### config.mk
export PLATFORM = sky130hd
export DESIGN_NAME = sliding_window_sequencer
export DESIGN_NICKNAME = d
export VERILOG_FILES = /design/src/rtl/sliding_window_sequencer.sv
export SDC_FILE = /design/constraint.sdc
export NUM_CORES = 1
export LEC_CHECK = 0
export ABC_AREA = 1
export BUFFER_PORTS_ARGS = -buffer_cell sky130_fd_sc_hd__buf_2
export CORE_MARGIN = 3
export CORE_UTILIZATION = 58
export DETAILED_ROUTE_END_ITERATION = 8
export GPL_TIMING_DRIVEN = 0
export PLACE_DENSITY = 0.9
export SYNTH_ARGS = -nofsm -noshare
export SYNTH_HDL_FRONTEND = slang
export SYNTH_SLANG_ARGS = --single-unit
### constraint.sdc
create_clock -name clock -period 2.6 [get_ports clock]
set_clock_uncertainty 0.1 [all_clocks]
set_input_delay 0.26 -clock clock [delete_from_list [all_inputs] [get_ports clock]]
set_output_delay 0.26 -clock clock [all_outputs]
set_load 0.05 [all_outputs]
### src/rtl/sliding_window_sequencer.sv
// Frame sequencer for one sliding_window: accepts a pixel stream, tracks column/row,
// and flags/holds complete in-image windows until the downstream consumer takes them.
module sliding_window_sequencer #(
   parameter int K        = 3,
   parameter int CW       = 10,
   parameter int NUM_XRES = 5,
   parameter logic [NUM_XRES-1:0][CW-1:0] XRES = {CW'(8), CW'(4), CW'(64), CW'(32), CW'(16)}
) (
   input  logic          clock,
   input  logic          clock_sreset,
   input  logic          start,
   input  logic [2:0]    cfg_xres_select,
   input  logic [CW-1:0] cfg_yres,
   input  logic          in_valid,
   output logic          in_ready,
   output logic          data_shift,
   output logic [2:0]    xres_select,
   output logic          window_valid,
   input  logic          window_ready,
   output logic [CW-1:0] window_x,
   output logic [CW-1:0] window_y,
   output logic          busy,
   output logic          frame_done,
   output logic          cfg_error
);
   localparam logic [1:0] S_IDLE   = 2'd0;
   localparam logic [1:0] S_STREAM = 2'd1;
   localparam logic [1:0] S_FLUSH  = 2'd2;

   localparam logic [CW-1:0] ONE = CW'(1);
   localparam logic [CW-1:0] KW  = CW'(K);
   localparam logic [CW-1:0] KM1 = CW'(K - 1);

   logic [1:0]    state_q, state_d;
   logic [2:0]    xsel_q, xsel_d;
   logic [CW-1:0] xres_q, xres_d, yres_q, yres_d;
   logic [CW-1:0] col_q, col_d, row_q, row_d;
   logic [CW-1:0] wx_q, wx_d, wy_q, wy_d;
   logic          wv_q, wv_d, done_q, done_d, err_q, err_d;

   logic [CW-1:0] xres_lu;
   logic          sel_ok, cfg_ok, accept, last_col, last_px, qualify;

   // Out-of-range selects read back as width 0, which also fails the K check.
   always_comb begin
      xres_lu = '0;
      sel_ok  = 1'b0;
      for (int i = 0; i < NUM_XRES; i++) begin
         if (cfg_xres_select == 3'(i)) begin
            xres_lu = XRES[i];
            sel_ok  = 1'b1;
         end
      end
   end

   assign cfg_ok   = sel_ok && (cfg_yres >= KW) && (xres_lu >= KW);
   assign in_ready = (state_q == S_STREAM) && (!wv_q || window_ready);
   assign accept   = in_valid && in_ready;
   assign last_col = (col_q == xres_q - ONE);
   assign last_px  = last_col && (row_q == yres_q - ONE);
   assign qualify  = (col_q >= KM1) && (row_q >= KM1);

   always_comb begin
      state_d = state_q;
      xsel_d  = xsel_q;
      xres_d  = xres_q;
      yres_d  = yres_q;
      col_d   = col_q;
      row_d   = row_q;
      wx_d    = wx_q;
      wy_d    = wy_q;
      wv_d    = wv_q;
      done_d  = 1'b0;
      err_d   = 1'b0;
      case (state_q)
         S_IDLE: begin
            if (start) begin
               if (cfg_ok) begin
                  state_d = S_STREAM;
                  xsel_d  = cfg_xres_select;
                  xres_d  = xres_lu;
                  yres_d  = cfg_yres;
                  col_d   = '0;
                  row_d   = '0;
               end else begin
                  err_d = 1'b1;
               end
            end
         end
         S_STREAM: begin
            if (accept) begin
               if (last_col) begin
                  col_d = '0;
                  row_d = row_q + ONE;
               end else begin
                  col_d = col_q + ONE;
               end
               // Coordinates load only on qualifying pixels, so they never underflow.
               wv_d = qualify;
               if (qualify) begin
                  wx_d = col_q - KM1;
                  wy_d = row_q - KM1;
               end
               if (last_px) state_d = S_FLUSH;
            end else if (window_ready) begin
               wv_d = 1'b0;
            end
         end
         S_FLUSH: begin
            if (window_ready) begin
               wv_d    = 1'b0;
               state_d = S_IDLE;
               done_d  = 1'b1;
            end
         end
         default: state_d = S_IDLE;
      endcase
   end

   always_ff @(posedge clock) begin
      if (clock_sreset) begin
         state_q <= S_IDLE;
         xsel_q  <= '0;
         xres_q  <= '0;
         yres_q  <= '0;
         col_q   <= '0;
         row_q   <= '0;
         wx_q    <= '0;
         wy_q    <= '0;
         wv_q    <= 1'b0;
         done_q  <= 1'b0;
         err_q   <= 1'b0;
      end else begin
         state_q <= state_d;
         xsel_q  <= xsel_d;
         xres_q  <= xres_d;
         yres_q  <= yres_d;
         col_q   <= col_d;
         row_q   <= row_d;
         wx_q    <= wx_d;
         wy_q    <= wy_d;
         wv_q    <= wv_d;
         done_q  <= done_d;
         err_q   <= err_d;
      end
   end

   assign data_shift   = accept;
   assign xres_select  = xsel_q;
   assign window_valid = wv_q;
   assign window_x     = wx_q;
   assign window_y     = wy_q;
   assign busy         = (state_q != S_IDLE);
   assign frame_done   = done_q;
   assign cfg_error    = err_q;

endmodule

# After elaboration in Yosys (flattened, before gate mapping)
# Index checks and enable logic that the tools add are counted.
[word_totals]
ff_bits = 68
latch_bits = 0
mem_bits_rw = 0
mem_bits_ro = 0
input_bits = 18
mem_count = 0
[op_classes]
n_addsub = 6
multipliers = 0
div = 0
n_lt_le_gt_ge = 4
eq_ne = 14
shifts = 0
mux = 29
bitwise_logic = 3
reduce_logical = 20
[op_table]
columns = ["op", "n"]
rows = [
  ["$mux 10", 10],
  ["$ge 10x2->1 const B", 4],
  ["$pmux 10 s2", 2],
  ["$add 10x1->10 const B", 2],
  ["$eq 10x10->1", 2],
  ["$sub 10x1->10 const B", 2],
  ["$sub 10x2->10 const B", 2],
  ["$ne 2x2->1 const B", 6],
  ["$mux 2", 5],
  ["$reduce_and 5->1", 2],
  ["$mux 1", 9],
  ["$eq 3x2->1 const B", 2],
  ["$logic_and 1x1->1", 6],
  ["$pmux 2 s3", 1],
  ["$reduce_and 3->1", 2],
  ["$reduce_bool 2->1", 3],
  ["$mux 5", 1],
  ["$reduce_and 4->1", 1],
  ["$eq 3x1->1 const B", 1],
  ["$eq 3x3->1 const B", 1],
  ["$logic_not 3->1", 1],
  ["$not 1->1", 3],
  ["$reduce_or 3->1", 1],
  ["$eq 2x1->1 const B", 1],
  ["other kinds (6)", 6],
]

# Depth between registers and ports, before layout
[logic_depth]
ltp_word = 11
ltp_mapped = 16
ltp_nobuf = 15

# Worst setup path before layout
# Ideal clock, no wire load.
[synth_path]
path_kind = "register to register"
startpoint = "register state_q[1]"
endpoint = "register row_q[3]"
arrival_ns = 1.979
path_slack_ns = 0.407
stages_incl_launch_ff = 13
synth_period_minus_slack_ns = 2.193
path_cell_list = "dfxtp_1 -> inv_1 -> ha_1 -> inv_2 -> a21oi_4 -> nand2_2 -> nand2_1 -> nand2_2 -> nor2_8 -> inv_2 -> o21ai_1 -> o21bai_1 -> nor2_1"
[synth_via]
elab_chain_len = 5
[synth_lines]
columns = ["element", "line_no", "rtl"]
rows = [
  ["start: declaration", "34", "logic [1:0] state_q, state_d;"],
  ["start signal: assignment", "134", "state_q <= state_d;"],
  ["$eq 2x1->1", "57", "assign in_ready = (state_q == S_STREAM) && (!wv_q || window_ready);"],
  ["$logic_and 1x1->1", "57", ""],
  ["via in_ready", "15", "output logic in_ready,"],
  ["$logic_and 1x1->1", "58", "assign accept = in_valid && in_ready;"],
  ["$ne 2x2->1 (no source line)", "--", ""],
  ["$reduce_and 5->1 (no source line)", "--", ""],
  ["end signal: assignment", "139", "row_q <= row_d;"],
  ["end: declaration", "37", "logic [CW-1:0] col_q, col_d, row_q, row_d;"],
]
# The timed path passes the listed nets, and every way through them passes these cells.
# A chain may end at the register's enable or synchronous reset.

# Final worst setup path
[layout_path]
startpoint = "register state_q[1]"
endpoint = "register row_q[3]"
[layout_via]
elab_chain_len = 5
[layout_lines]
columns = ["element", "line_no"]
rows = [
  ["$eq 2x1->1", "57, 75"],
  ["$logic_and 1x1->1", "57"],
  ["$logic_and 1x1->1", "58"],
  ["$ne 2x2->1 (no source line)", "--"],
  ["$reduce_and 5->1 (no source line)", "--"],
]
# Several ways; a longest one is shown, not always the timed one.

==> tab_implementation.tex <==
\begin{tabular}{lr}
\hline
Metric & Value \\
\hline
\multicolumn{2}{l}{\textbf{Critical path}} \\
\quad Setup slack, reg-to-reg & 0.21 ns \\
\quad Data arrival at the endpoint of the critical path & 2.53 ns \\
\quad Critical R2R Capture & row\_q[3] \\
\quad Endpoint of the most critical setup path & row\_q[3] \\
\quad CP endpoint kind & flip-flop \\
\quad Worst-path fanout max & 10 \\
\quad Number of cell instances on the worst register-to-register path & 12 \\
\quad Startpoint of the lowest-slack register-to-register path & state\_q[1] \\
\quad Required time of the critical path & around 2.7 ns \\
\quad Category of the most critical setup path & reg2reg \\
\quad Worst setup path startpoint & state\_q[1] \\
\quad Startpoint kind of the worst setup timing path & flip-flop \\
\multicolumn{2}{l}{\textbf{Clocking}} \\
\quad Clock-pin slew on the worst setup and hold paths & approximately 0.070 ns \\
\quad CTS Root Cell & clkbuf\_8 \\
\quad Total setup buffers inserted after CTS & 0 \\
\quad Clock tree buffer depth & 2 \\
\quad Clock latency reported for the late side of the worst-skew pair & 0.34 ns \\
\quad Number of buffers added to fix hold violations after cts & 0 \\
\quad Number of buffers added by the clock tree synthesis step & 9 \\
\quad Post-cts repair resize count & 0 \\
\quad Clk sinks & 63 \\
\quad TritonCTS clock tree & built \\
\quad Maximum level of the CTS H-tree & 3 \\
\multicolumn{2}{l}{\textbf{Logic synthesis}} \\
\quad Number of different library cells in the post-synthesis netlist & 35 \\
\quad Post-Synthesis Net Count & 576 \\
\quad Post-synthesis sequential area ratio & 34.4\% \\
\quad Average footprint of a synthesized cell & 6.73 sq um \\
\quad Synthesized cell area & $\sim$3700 sq um \\
\quad Yosys warning total & 0 \\
\quad Instance count of the mapped netlist & around 540 \\
\quad Flip-flop and latch count after synthesis & 63 \\
\multicolumn{2}{l}{\textbf{Global route}} \\
\quad Overall fraction of global-route tracks in use & 27.2\% \\
\quad Number of global-route vias before repair & 3,538 \\
\quad Pin count of the biggest net entering global routing & 12 \\
\quad Global-route wire length before repair & 16.1 mm \\
\quad Total overflow reported by the global router & 0 \\
\quad Number of antenna violations at the first check in global routing & 0 \\
\multicolumn{2}{l}{\textbf{Layout}} \\
\quad Combined flip-flop and latch cell area & 1260 sq um \\
\quad Area taken by multi-input logic gates & between 2000 and 2500 sq um \\
\quad Area Overhead vs Synth & 13.9\% \\
\quad Antenna diode count & 0 \\
\quad Share of final-layout standard cells stronger than drive strength 1 & 14.7\% \\
\quad Layout Utilization & 69.2\% \\
\quad Final nets & 633 \\
\quad Fill count & 495 \\
\multicolumn{2}{l}{\textbf{Route}} \\
\quad Iteration-0 DRC Markers & approximately 410 \\
\quad Pre-antenna DRT Iters & 6 \\
\quad DRC Markers & 0 \\
\quad Total via count in the routed design & 3,855 \\
\quad Drt total wl & 9.71 mm \\
\quad Routed wire per std cell & 14.3 um \\
\quad Residual antenna-violating net count after detailed routing & 0 \\
\quad Detail-routed via count per cell & 5.66 \\
\multicolumn{2}{l}{\textbf{Status}} \\
\quad Run status & complete, no violations \\
\multicolumn{2}{l}{\textbf{Timing}} \\
\quad Final critical path time including I/O delays and setup & about 2.4 ns \\
\quad Final number of setup-violating endpoints & 0 \\
\quad Slew of the pin with the lowest slew margin & 0.554 ns \\
\quad Post-route fraction of the period consumed by the critical path & 92.0\% \\
\quad Pins Over Slew Limit & 0 \\
\quad Setup TNS Final & 0 ns \\
\quad Tightest slew margin relative to the limit & between 60\% and 70\% \\
\quad Fin. Hold Viols & 0 \\
\quad Maximum operating frequency & 418 MHz \\
\quad RSZ-0062 raised after global routing & false \\
\multicolumn{2}{l}{\textbf{Floorplanning}} \\
\quad Die area & between 7000 and 8000 sq um \\
\quad Starting utilization of the core area & 60.8\% \\
\quad Rows & 28 \\
\quad Num ports & 47 \\
\quad Width of the die & 85.5 um \\
\quad Height of the die & around 85 um \\
\quad Area of the placeable core & 6030 sq um \\
\multicolumn{2}{l}{\textbf{Flow run}} \\
\quad Max-Cap Viols & 0 \\
\multicolumn{2}{l}{\textbf{Power}} \\
\quad P\_leak & 1.85 nW \\
\quad Peak VDD IR & between 0.0004 and 0.0005 V \\
\quad Power density of the placed cells & 658 nW/um\^{}2 \\
\multicolumn{2}{l}{\textbf{Place}} \\
\quad Routability cong. & 0.933 \\
\quad Total of buffers placed on input and output ports & 46 \\
\quad Detailed placement HPWL & between 7 and 8 mm \\
\multicolumn{2}{l}{\textbf{Worst hold path}} \\
\quad Hold crit path type & in2reg \\
\hline
\end{tabular}
==> cell usage after synthesis <==
cell type,instances,area (sq um)
o21ai_0,27,135
and3_1,1,6.26
nand3_1,54,270
buf_2,4,20.0
or2_0,1,6.26
nand4_1,6,37.5
xor2_1,21,184
nor3_1,10,50.1
o211ai_1,3,22.5
o21ai_1,2,10.0
nor2_8,1,20.0
inv_2,3,11.3
dfxtp_1,63,1260
nand2_2,5,31.3
clkbuf_1,9,33.8
a211oi_1,3,22.5
clkbuf_2,2,10.0
o21ai_2,1,8.76
ha_1,14,175
nand2_1,126,473
o21bai_1,2,15.0
a31oi_1,2,12.5
a31o_2,1,8.76
nor3_2,1,10.0
or2_2,2,12.5
a21oi_1,55,275
nor3b_1,1,7.51
buf_4,2,15.0
xnor2_1,1,8.76
nor4_1,1,6.26
o22ai_1,1,6.26
nor2_1,56,210
buf_6,5,56.3
inv_1,57,214
a21oi_4,1,16.3
==> state kept, by name (all words and copies together), names as in the netlist <==
signal	count
window_valid	1
state_q	2
row_q	10
cfg_error	1
xres_q	5
window_x	10
window_y	10
xres_select	3
frame_done	1
yres_q	10
col_q	10
==> report_power, final <==
group          internal (mW)  total, mW  switching (mW)
Clock                  0.400      0.796           0.396
Combinational          0.268      0.878           0.610
Sequential              1.02       1.07          0.0518
Total                   1.69       2.75            1.06
==> critical path, stage by stage, from the launching register on <==
cell and delay [ns]:
dfxtp_1 0.32, inv_1 0.11, ha_1 0.35, inv_2 0.18, a21oi_4 0.15, nand2_2 0.10
nand2_1 0.15, nand2_2 0.11, nor2_8 0.20, inv_2 0.10, o21ai_1 0.21, o21bai_1 0.14
nor2_1 0.05
==> through the flow <==
step           power, mW  cell area, sq um  hold WS [ns]  setup slack, ns  std cells
2_1_floorplan       1.74              3660         0.295            0.407        544
3_3_place_gp        1.91              3990         0.346            0.360        665
3_5_place_dp        1.94              3990         0.348            0.325        665
4_1_cts             2.73              4170        0.0508            0.282        681
5_1_grt             2.88              4170        0.0804           0.0382        681
6_report            2.75              4170        0.0557            0.209        681
==> metal layers <==
metal	up-vias	GRT usage [%]	wire length (um)
met3	38	4.66	874
met1	1719	35.9	4070
met5	-	0	0
met4	0	12.4	256
met2	217	43.5	4510
li1	1881	-	-
==> worst min path at each step <==
stage / startpoint / end / slack (ns) / cells past startpoint
global placement: window_x[6] / window_x[6] / 0.35 / 2
detailed placement: window_y[7] / window_y[7] / 0.35 / 2
global route: cfg_yres[9] / yres_q[9] / 0.08 / 3
floorplan: cfg_yres[9] / yres_q[9] / 0.29 / 2
finish: cfg_yres[9] / yres_q[9] / 0.06 / 3
CTS: cfg_yres[9] / yres_q[9] / 0.05 / 3
==> cell type report <==
cell class	count	share of cell area [%]
plain buffers	22	3.24
clock buffers	12	3.72
clock inverters	4	0.720
inverters	60	5.40
multi-input cells	399	48.9
flip-flops and latches	63	30.2
well taps	75	2.25
repair buffers	46	5.52
==> cell usage in the layout, fill, tap and decap left out, drive strengths merged <==
master / n
nand2: 131
dfxtp: 63
inv: 60
nor2: 57
buf: 57
a21oi: 56
nand3: 54
o21ai: 30
clkbuf: 23
xor2: 21
ha: 14
nor3: 11
nand4: 6
a211oi: 3
o211ai: 3
or2: 3
clkinv: 3
o21bai: 2
a31oi: 2
o22ai: 1
xnor2: 1
and3: 1
a31o: 1
nor3b: 1
nor4: 1
clkinvlp: 1
==> logic make-up (layout without fill, tap and decap cells) <==
| kind of cell | Yosys count | count (layout) | synth area share [%] |
|---|---|---|---|
| simple gates | 265 | 265 | 31.1 |
| compound gates | 98 | 98 | 14.5 |
| buf+inv | 82 | 144 | 9.84 |
| flops | 63 | 63 | 34.4 |
| xor+xnor | 22 | 22 | 5.26 |
| fa+ha+maj | 14 | 14 | 4.78 |
(Power assumes the default switching activity.)
